### src/rtl/ccd_timing_gen_if.sv
// ccd_timing_gen_if: control/config inputs and CCD pad/ADC outputs of the timing generator.
interface ccd_timing_gen_if #(
    parameter int DIV_W = 8,
    parameter int CNT_W = 16,
    parameter int PIX_W = 12
);
    logic             enable;
    logic             continuous;
    logic             start;
    logic [DIV_W-1:0] cfg_div;
    logic [CNT_W-1:0] cfg_rog_len;
    logic [CNT_W-1:0] cfg_sh_start;
    logic [CNT_W-1:0] cfg_sh_len;
    logic [CNT_W-1:0] cfg_frame_len;
    logic [PIX_W-1:0] cfg_num_pix;
    logic             phi1;
    logic             phi2;
    logic             rog;
    logic             sh;
    logic             pix_valid;
    logic [PIX_W-1:0] pix_idx;
    logic             frame_start;
    logic             frame_done;
    logic             busy;
    logic             cfg_err;

    modport master (
        output enable, continuous, start, cfg_div, cfg_rog_len, cfg_sh_start,
               cfg_sh_len, cfg_frame_len, cfg_num_pix,
        input  phi1, phi2, rog, sh, pix_valid, pix_idx, frame_start, frame_done,
               busy, cfg_err
    );

    modport slave (
        input  enable, continuous, start, cfg_div, cfg_rog_len, cfg_sh_start,
               cfg_sh_len, cfg_frame_len, cfg_num_pix,
        output phi1, phi2, rog, sh, pix_valid, pix_idx, frame_start, frame_done,
               busy, cfg_err
    );
endinterface

### src/rtl/ccd_timing_gen.sv
// ccd_timing_gen: CCD shift clocks, ROG/SH gates and pixel strobe from shadowed run-time config.
// Config is latched on entry to RUN and at each frame wrap; all outputs are registered.
module ccd_timing_gen #(
    parameter int DIV_W = 8,
    parameter int CNT_W = 16,
    parameter int PIX_W = 12
) (
    input logic             clk,
    input logic             rst_n,
    ccd_timing_gen_if.slave bus
);
    typedef enum logic {IDLE, RUN} state_t;

    state_t           r_state, w_next;
    logic [DIV_W-1:0] r_div, r_div_cnt;
    logic [CNT_W-1:0] r_rog_len, r_sh_start, r_frame_len, r_frame_cnt;
    logic [CNT_W:0]   r_sh_end, w_sh_end;
    logic [PIX_W-1:0] r_num_pix, r_pix_cnt, r_pix_idx;
    logic             r_phi1, r_phi2, r_rog, r_sh, r_pix_valid;
    logic             r_frame_start, r_frame_done, r_busy, r_cfg_err;
    logic             w_cfg_ok, w_run, w_last, w_div_term, w_strobe;
    logic             w_load, w_rej, w_phi1_nxt;

    // SH end is one bit wider so start+len can never wrap past the frame length
    assign w_sh_end   = {1'b0, bus.cfg_sh_start} + {1'b0, bus.cfg_sh_len};
    assign w_cfg_ok   = (bus.cfg_div != '0) && (bus.cfg_rog_len != '0) &&
                        (bus.cfg_frame_len > bus.cfg_rog_len) &&
                        ({1'b0, bus.cfg_frame_len} > w_sh_end);
    assign w_run      = r_state == RUN;
    assign w_last     = r_frame_cnt == r_frame_len - CNT_W'(1);
    assign w_div_term = r_div_cnt >= r_div - DIV_W'(1);
    assign w_strobe   = w_run && w_div_term && !r_phi1 &&
                        (r_frame_cnt >= r_rog_len) && (r_pix_cnt < r_num_pix);

    always_ff @(posedge clk or negedge rst_n) begin
        if (!rst_n) r_state <= IDLE;
        else        r_state <= w_next;
    end

    always_comb begin
        w_next = r_state;
        w_load = 1'b0;
        w_rej  = 1'b0;
        if (!w_run) begin
            w_load = bus.start && bus.enable && w_cfg_ok;
            w_rej  = bus.start && bus.enable && !w_cfg_ok;
            w_next = w_load ? RUN : IDLE;
        end else if (w_last) begin
            w_load = bus.continuous && bus.enable && w_cfg_ok;
            w_rej  = bus.continuous && bus.enable && !w_cfg_ok;
            w_next = w_load ? RUN : IDLE;
        end
    end

    // Leaving RUN parks the shift clocks at phi1=0 on the exit edge
    assign w_phi1_nxt = (w_next == IDLE) ? 1'b0 : (w_run && w_div_term) ? !r_phi1 : r_phi1;

    always_ff @(posedge clk or negedge rst_n) begin
        if (!rst_n) begin
            r_div         <= '0;
            r_rog_len     <= '0;
            r_sh_start    <= '0;
            r_sh_end      <= '0;
            r_frame_len   <= '0;
            r_num_pix     <= '0;
            r_div_cnt     <= '0;
            r_frame_cnt   <= '0;
            r_pix_cnt     <= '0;
            r_pix_idx     <= '0;
            r_phi1        <= 1'b0;
            r_phi2        <= 1'b1;
            r_rog         <= 1'b0;
            r_sh          <= 1'b0;
            r_pix_valid   <= 1'b0;
            r_frame_start <= 1'b0;
            r_frame_done  <= 1'b0;
            r_busy        <= 1'b0;
            r_cfg_err     <= 1'b0;
        end else begin
            if (w_load) begin
                r_div       <= bus.cfg_div;
                r_rog_len   <= bus.cfg_rog_len;
                r_sh_start  <= bus.cfg_sh_start;
                r_sh_end    <= w_sh_end;
                r_frame_len <= bus.cfg_frame_len;
                r_num_pix   <= bus.cfg_num_pix;
            end
            r_cfg_err     <= w_rej ? 1'b1 : w_load ? 1'b0 : r_cfg_err;
            r_div_cnt     <= (!w_run || w_div_term) ? '0 : r_div_cnt + DIV_W'(1);
            r_frame_cnt   <= (!w_run || w_last) ? '0 : r_frame_cnt + CNT_W'(1);
            r_pix_cnt     <= (!w_run || w_last) ? '0 : r_pix_cnt + PIX_W'(w_strobe);
            r_pix_idx     <= w_strobe ? r_pix_cnt : r_pix_idx;
            r_pix_valid   <= w_strobe;
            r_phi1        <= w_phi1_nxt;
            r_phi2        <= !w_phi1_nxt;
            r_rog         <= w_run && (w_next == RUN) && (r_frame_cnt < r_rog_len);
            r_sh          <= w_run && (w_next == RUN) && (r_frame_cnt >= r_sh_start) &&
                             ({1'b0, r_frame_cnt} < r_sh_end);
            r_frame_start <= w_run && (r_frame_cnt == '0);
            r_frame_done  <= w_run && w_last;
            r_busy        <= w_next == RUN;
        end
    end

    assign bus.phi1        = r_phi1;
    assign bus.phi2        = r_phi2;
    assign bus.rog         = r_rog;
    assign bus.sh          = r_sh;
    assign bus.pix_valid   = r_pix_valid;
    assign bus.pix_idx     = r_pix_idx;
    assign bus.frame_start = r_frame_start;
    assign bus.frame_done  = r_frame_done;
    assign bus.busy        = r_busy;
    assign bus.cfg_err     = r_cfg_err;
endmodule

### src/flat_wrapper.sv
// flat-port wrapper written by rule: the top's interface ports become plain ports
module ccd_timing_gen_flat 
#(
    parameter int DIV_W = 8,
    parameter int CNT_W = 16,
    parameter int PIX_W = 12
)
  (clk, rst_n, bus_enable, bus_continuous, bus_start, bus_cfg_div, bus_cfg_rog_len, bus_cfg_sh_start, bus_cfg_sh_len, bus_cfg_frame_len, bus_cfg_num_pix, bus_phi1, bus_phi2, bus_rog, bus_sh, bus_pix_valid, bus_pix_idx, bus_frame_start, bus_frame_done, bus_busy, bus_cfg_err);
  ccd_timing_gen_if #(.DIV_W(DIV_W), .CNT_W(CNT_W), .PIX_W(PIX_W)) bus_i ();
  input logic clk;
  input logic rst_n;
  input wire logic [$bits(bus_i.enable)-1:0] bus_enable;
  input wire logic [$bits(bus_i.continuous)-1:0] bus_continuous;
  input wire logic [$bits(bus_i.start)-1:0] bus_start;
  input wire logic [$bits(bus_i.cfg_div)-1:0] bus_cfg_div;
  input wire logic [$bits(bus_i.cfg_rog_len)-1:0] bus_cfg_rog_len;
  input wire logic [$bits(bus_i.cfg_sh_start)-1:0] bus_cfg_sh_start;
  input wire logic [$bits(bus_i.cfg_sh_len)-1:0] bus_cfg_sh_len;
  input wire logic [$bits(bus_i.cfg_frame_len)-1:0] bus_cfg_frame_len;
  input wire logic [$bits(bus_i.cfg_num_pix)-1:0] bus_cfg_num_pix;
  output wire logic [$bits(bus_i.phi1)-1:0] bus_phi1;
  output wire logic [$bits(bus_i.phi2)-1:0] bus_phi2;
  output wire logic [$bits(bus_i.rog)-1:0] bus_rog;
  output wire logic [$bits(bus_i.sh)-1:0] bus_sh;
  output wire logic [$bits(bus_i.pix_valid)-1:0] bus_pix_valid;
  output wire logic [$bits(bus_i.pix_idx)-1:0] bus_pix_idx;
  output wire logic [$bits(bus_i.frame_start)-1:0] bus_frame_start;
  output wire logic [$bits(bus_i.frame_done)-1:0] bus_frame_done;
  output wire logic [$bits(bus_i.busy)-1:0] bus_busy;
  output wire logic [$bits(bus_i.cfg_err)-1:0] bus_cfg_err;
  assign bus_i.enable = bus_enable;
  assign bus_i.continuous = bus_continuous;
  assign bus_i.start = bus_start;
  assign bus_i.cfg_div = bus_cfg_div;
  assign bus_i.cfg_rog_len = bus_cfg_rog_len;
  assign bus_i.cfg_sh_start = bus_cfg_sh_start;
  assign bus_i.cfg_sh_len = bus_cfg_sh_len;
  assign bus_i.cfg_frame_len = bus_cfg_frame_len;
  assign bus_i.cfg_num_pix = bus_cfg_num_pix;
  assign bus_phi1 = bus_i.phi1;
  assign bus_phi2 = bus_i.phi2;
  assign bus_rog = bus_i.rog;
  assign bus_sh = bus_i.sh;
  assign bus_pix_valid = bus_i.pix_valid;
  assign bus_pix_idx = bus_i.pix_idx;
  assign bus_frame_start = bus_i.frame_start;
  assign bus_frame_done = bus_i.frame_done;
  assign bus_busy = bus_i.busy;
  assign bus_cfg_err = bus_i.cfg_err;
  ccd_timing_gen #(.DIV_W(DIV_W), .CNT_W(CNT_W), .PIX_W(PIX_W)) u_core (.clk(clk), .rst_n(rst_n), .bus(bus_i));
endmodule
### config.mk
export PLATFORM = sky130hd
export DESIGN_NAME = ccd_timing_gen_flat
export DESIGN_NICKNAME = d
export VERILOG_FILES = /design/src/rtl/ccd_timing_gen_if.sv /design/src/rtl/ccd_timing_gen.sv /design/src/flat_wrapper.sv
export SDC_FILE = /design/constraint.sdc
export NUM_CORES = 1
export LEC_CHECK = 0
export CORE_ASPECT_RATIO = 1.2
export CORE_MARGIN = 5
export CORE_UTILIZATION = 44
export DETAILED_ROUTE_END_ITERATION = 10
export PLACE_DENSITY_LB_ADDON = 0.3
export SETUP_SLACK_MARGIN = 0.2
export SYNTH_ARGS = -nofsm -noshare
export SYNTH_HDL_FRONTEND = slang
export SYNTH_SLANG_ARGS = --single-unit
export TNS_END_PERCENT = 20
### constraint.sdc
create_clock -name clk -period 5.4 [get_ports clk]
set_clock_uncertainty 0.1 [all_clocks]
set_input_delay 0.54 -clock clk [delete_from_list [all_inputs] [get_ports clk]]
set_output_delay 0.54 -clock clk [all_outputs]
set_load 0.01 [all_outputs]
==> results.json <==
{
  "status": "finished clean",
  "cts_made_buffers": 17,
  "grt_pass1_vias": 7497,
  "timing.setup.critical_path_class": "input pin to flop",
  "synth_compound_area_share_pct": 9.880,
  "synth_mux_area_share_pct": 11.67,
  "dieWidth_um": 143.6,
  "htreeDepth": 4,
  "synthesized_instance_count": 919,
  "max_stage_delay_ns": 0.49,
  "setup.worst_path.start_class": "input pin",
  "layout_min_cycle_time_ns": 4.912,
  "dp_hpwl_um": 17740,
  "ys_seq_elements": 142,
  "setup_viol": 0,
  "dieArea_sq_um": 24450,
  "worstSkewPairLatency_ns": 0.42,
  "drt_first_pass_iters": 5,
  "max-vdd-ir-drop_v": 0.0002243,
  "tns_setup_ns": 0,
  "path_cells": "clkdlybuf4s50_1 -> ha_1 -> fa_1 -> a21oi_1 -> o2111ai_1 -> o21ai_0 -> buf_4 -> nor2_1 -> nor2_1 -> xor2_1 -> ha_1 -> and4_1 -> nand4_1 -> o221ai_1 -> o2111ai_1 -> or4_1 -> o21ai_4 -> buf_12 -> mux2_2",
  "routability_driven_placement_congestion_ratio": 0.8776,
  "power.clock.fraction_pct": 27.7,
  "synth.cell_area_sq_um": 9422,
  "drc": 0,
  "synth-warning-count": 0,
  "clock_tree.buffer_depth": 2,
  "synth_top_family_by_area": "adder cells",
  "cp-startpoint": "bus_cfg_sh_start[0]",
  "sw_frac_of_total_pct": 34.16,
  "max_freq_mhz": 203.6,
  "synth_simple_gate_area_share_pct": 12.83,
  "clk_slew_on_worst_s_h_paths_ns": 0.06,
  "syn-mean-instance-area_sq_um": 10.25,
  "hold_buffers": 0,
  "grt.total_usage_pct": 19.06,
  "routed-via-count": 7196,
  "synth-async-reset-ratio_pct": 100.0,
  "r2r_start": "u_core.r_div[0]",
  "internal_power_component_uw": 3000,
  "max-cap-violations": 0,
  "worst-path-buf-inv": 3,
  "grt_max_degree": 97,
  "post_synth_fa_ha_maj_area_fraction_pct": 16.41,
  "global_route_wire_length_before_repair_um": 36890,
  "p_leak_uw": 0.005510,
  "slowest_stage": "sky130_fd_sc_hd__or4_1",
  "crit_path_end_kind": "flop",
  "yosys_most_used_dff": "sky130_fd_sc_hd__dfrtp_1",
  "layout.nets": 1249,
  "cts_root_buf": "sky130_fd_sc_hd__clkbuf_16",
  "hold_viol": 0,
  "timing_max_transition_violations_final": 0,
  "wire_per_inst_um": 17.42,
  "synth.largest_area_cell": "sky130_fd_sc_hd__dfrtp_1",
  "post_synth_num_cell_types": 63,
  "crit_path_max_fanout": 34,
  "netSwitchingPower_uw": 1556,
  "yosys.area_share.xor_xnor_pct": 6.042,
  "initial_utilization_pct": 44.77,
  "synth_edf_count": 0,
  "power_uw": 4557,
  "hp-class": "input pin to async pin",
  "antenna_violations_before_repair": 0,
  "top_level_ports": 110,
  "finalCritPeriodShare_pct": 90.97,
  "core.rowCount": 58,
  "pwr_density_cell_nw_per_um2": 397.3,
  "dieHeight_um": 170.3,
  "insertedDiodeCount": 0,
  "antenna_left": 0,
  "placement.io_buffers": 109,
  "transition_time_at_the_pin_with_the_least_slew_margin_ns": 0.8950,
  "share_seq_of_total_power_pct": 36.5,
  "timing.critical_path.arrival_ns": 5.12,
  "share_of_final_layout_standard_cells_stronger_than_drive_strength_1_pct": 11.14,
  "synth.top_cells.by_area": "sky130_fd_sc_hd__dfrtp_1 37%, sky130_fd_sc_hd__ha_1 16%, sky130_fd_sc_hd__mux2_2 6.6%",
  "layout-area-overhead-vs-synth_pct": 21.74,
  "relSlewSlack_pct": 40.19,
  "grt_overflow": 0,
  "critical_path_data_required_time_ns": 5.61,
  "yosysSeqAreaShare_pct": 37.73,
  "tritoncts": "yes",
  "avgViaCountPerCell": 5.452,
  "core_sq_um": 21050,
  "synth_fp_nets": 1131,
  "grt_setup_unrepaired": "no",
  "fin_util_pct": 54.50,
  "power.combinational.fraction_pct": 35.8,
  "number_of_clock_sinks_seen_by_cts": 142,
  "drtIter0Drc": 237,
  "wirelength_um": 22990,
  "post-synth-top-area-fraction_pct": 37.45,
  "timing.critical_path.max_delay_family": "compound AO/OA/AOI/OAI gates"
}
-- metrics by stage --
step	worst slack, ns	std cells	hold slack, ns	instance area (sq um)
floorplan	0.9738	919	0.1444	9422
global placement	0.1067	1288	0.3865	10840
detailed placement	0.03196	1288	0.3958	10840
CTS	0.4717	1320	0.1653	11470
global route	0.2227	1320	0.2013	11470
finish	0.4879	1320	0.1184	11470
-- layout make-up --
class                           count  area [sq um]
Multi-Input combinational cell    656          5355
Timing Repair Buffer              120          1212
Clock inverter                     10         160.2
Inverter                          100         375.4
Sequential cell                   142          3555
Fill cell                        1899          9575
Clock buffer                       22         474.2
Tap cell                          270         337.8
-- logic make-up after synthesis --
kind of cell	count (synthesis)
and+or+nand+nor	231
DFF	142
AOI/OAI and AO/OA	139
adders and majority gates	123
buffers and inverters	121
muxes	98
xor gates and xnor gates	65
-- synth_stat cells (all sizes together) (5+ instances only) --
master / count
nor4: 15
nand4: 16
nor2b: 12
mux2: 65
nand3: 37
o21ai: 26
nor3: 15
dfrtp: 141
xnor2: 35
a21o: 25
nor2: 67
o21a: 7
mux2i: 33
xor2: 30
and3: 14
inv: 100
or4: 5
clkbuf: 11
a211oi: 10
nand2b: 6
buf: 10
o2111ai: 9
a21oi: 36
ha: 122
nand2: 31
-- power by group through the flow --
stage	clock [uW]	sequential, uW	combinational, uW
detailed placement	0	1680	1630
CTS	1290	1660	1650
finish	1260	1660	1630
global placement	0	1670	1580
floorplan	0	1580	1220
global route	1330	1700	1850
-- sequential cells by signal, summed over array words and instances, names as in the netlist, 8 cells and up --
name and flops:
u_core.r_rog_len 16, u_core.r_sh_start 16, u_core.r_div_cnt 8, u_core.bus.pix_idx 12, u_core.r_num_pix 12, u_core.r_sh_end 17
u_core.r_frame_cnt 16, u_core.r_frame_len 16, u_core.r_pix_cnt 12, u_core.r_div 8
-- worst register-to-register path: cells and delay by family (launching register included) --
kind | cells | cell delay, ns
xor+xnor | 1 | 0.16
simple gates | 5 | 0.70
buf+inv | 3 | 0.43
flops | 1 | 0.42
fa+ha+maj | 5 | 1.22
compound gates | 6 | 1.30
-- metal layers --
metal	part of all wire, %	vias up	global-route usage [%]	wire (um)
met2	50	176	33.04	11420
met1	42	3467	22.40	9550
met5	0	-	0	0
met4	4.2	0	9.500	965
li1	-	3498	-	-
met3	4.6	55	3.682	1053
-- cell usage in the layout (no fill, tap or decap), types with 15 or more instances in the layout --
| master | instances |
|---|---|
| sky130_fd_sc_hd__dfrtp_1 | 141 |
| sky130_fd_sc_hd__ha_1 | 122 |
| sky130_fd_sc_hd__clkdlybuf4s50_1 | 108 |
| sky130_fd_sc_hd__inv_1 | 100 |
| sky130_fd_sc_hd__nor2_1 | 67 |
| sky130_fd_sc_hd__mux2_2 | 55 |
| sky130_fd_sc_hd__a21oi_1 | 36 |
| sky130_fd_sc_hd__nand3_1 | 36 |
| sky130_fd_sc_hd__xnor2_1 | 35 |
| sky130_fd_sc_hd__mux2i_1 | 33 |
| sky130_fd_sc_hd__nand2_1 | 31 |
| sky130_fd_sc_hd__xor2_1 | 30 |
| sky130_fd_sc_hd__a21o_1 | 25 |
| sky130_fd_sc_hd__o21ai_0 | 22 |
| sky130_fd_sc_hd__clkbuf_16 | 17 |
| sky130_fd_sc_hd__nand4_1 | 15 |
-- path summary, 6_finish.rpt --
path	to	slack [ns]	cells past startpoint
setup / recovery	u_core.r_sh_start[6]	0.49	19
hold / removal	u_core.r_div[2]	0.12	1
setup reg to reg	u_core.r_pix_cnt[8]	0.92	20
hold reg to reg	u_core.bus.pix_idx[5]	0.40	1
max in group asynchronous	u_core.r_rog_len[2]	3.90	2
min in group clk	u_core.bus.pix_idx[5]	0.40	1
-- what timing repair did --
| item | CTS | global route |
|---|---|---|
| setup endpoints to repair | 0 | 34 |
| resized for setup | 0 | 2 |
| setup buffers | 0 | 0 |
(Power assumes the default switching activity.)
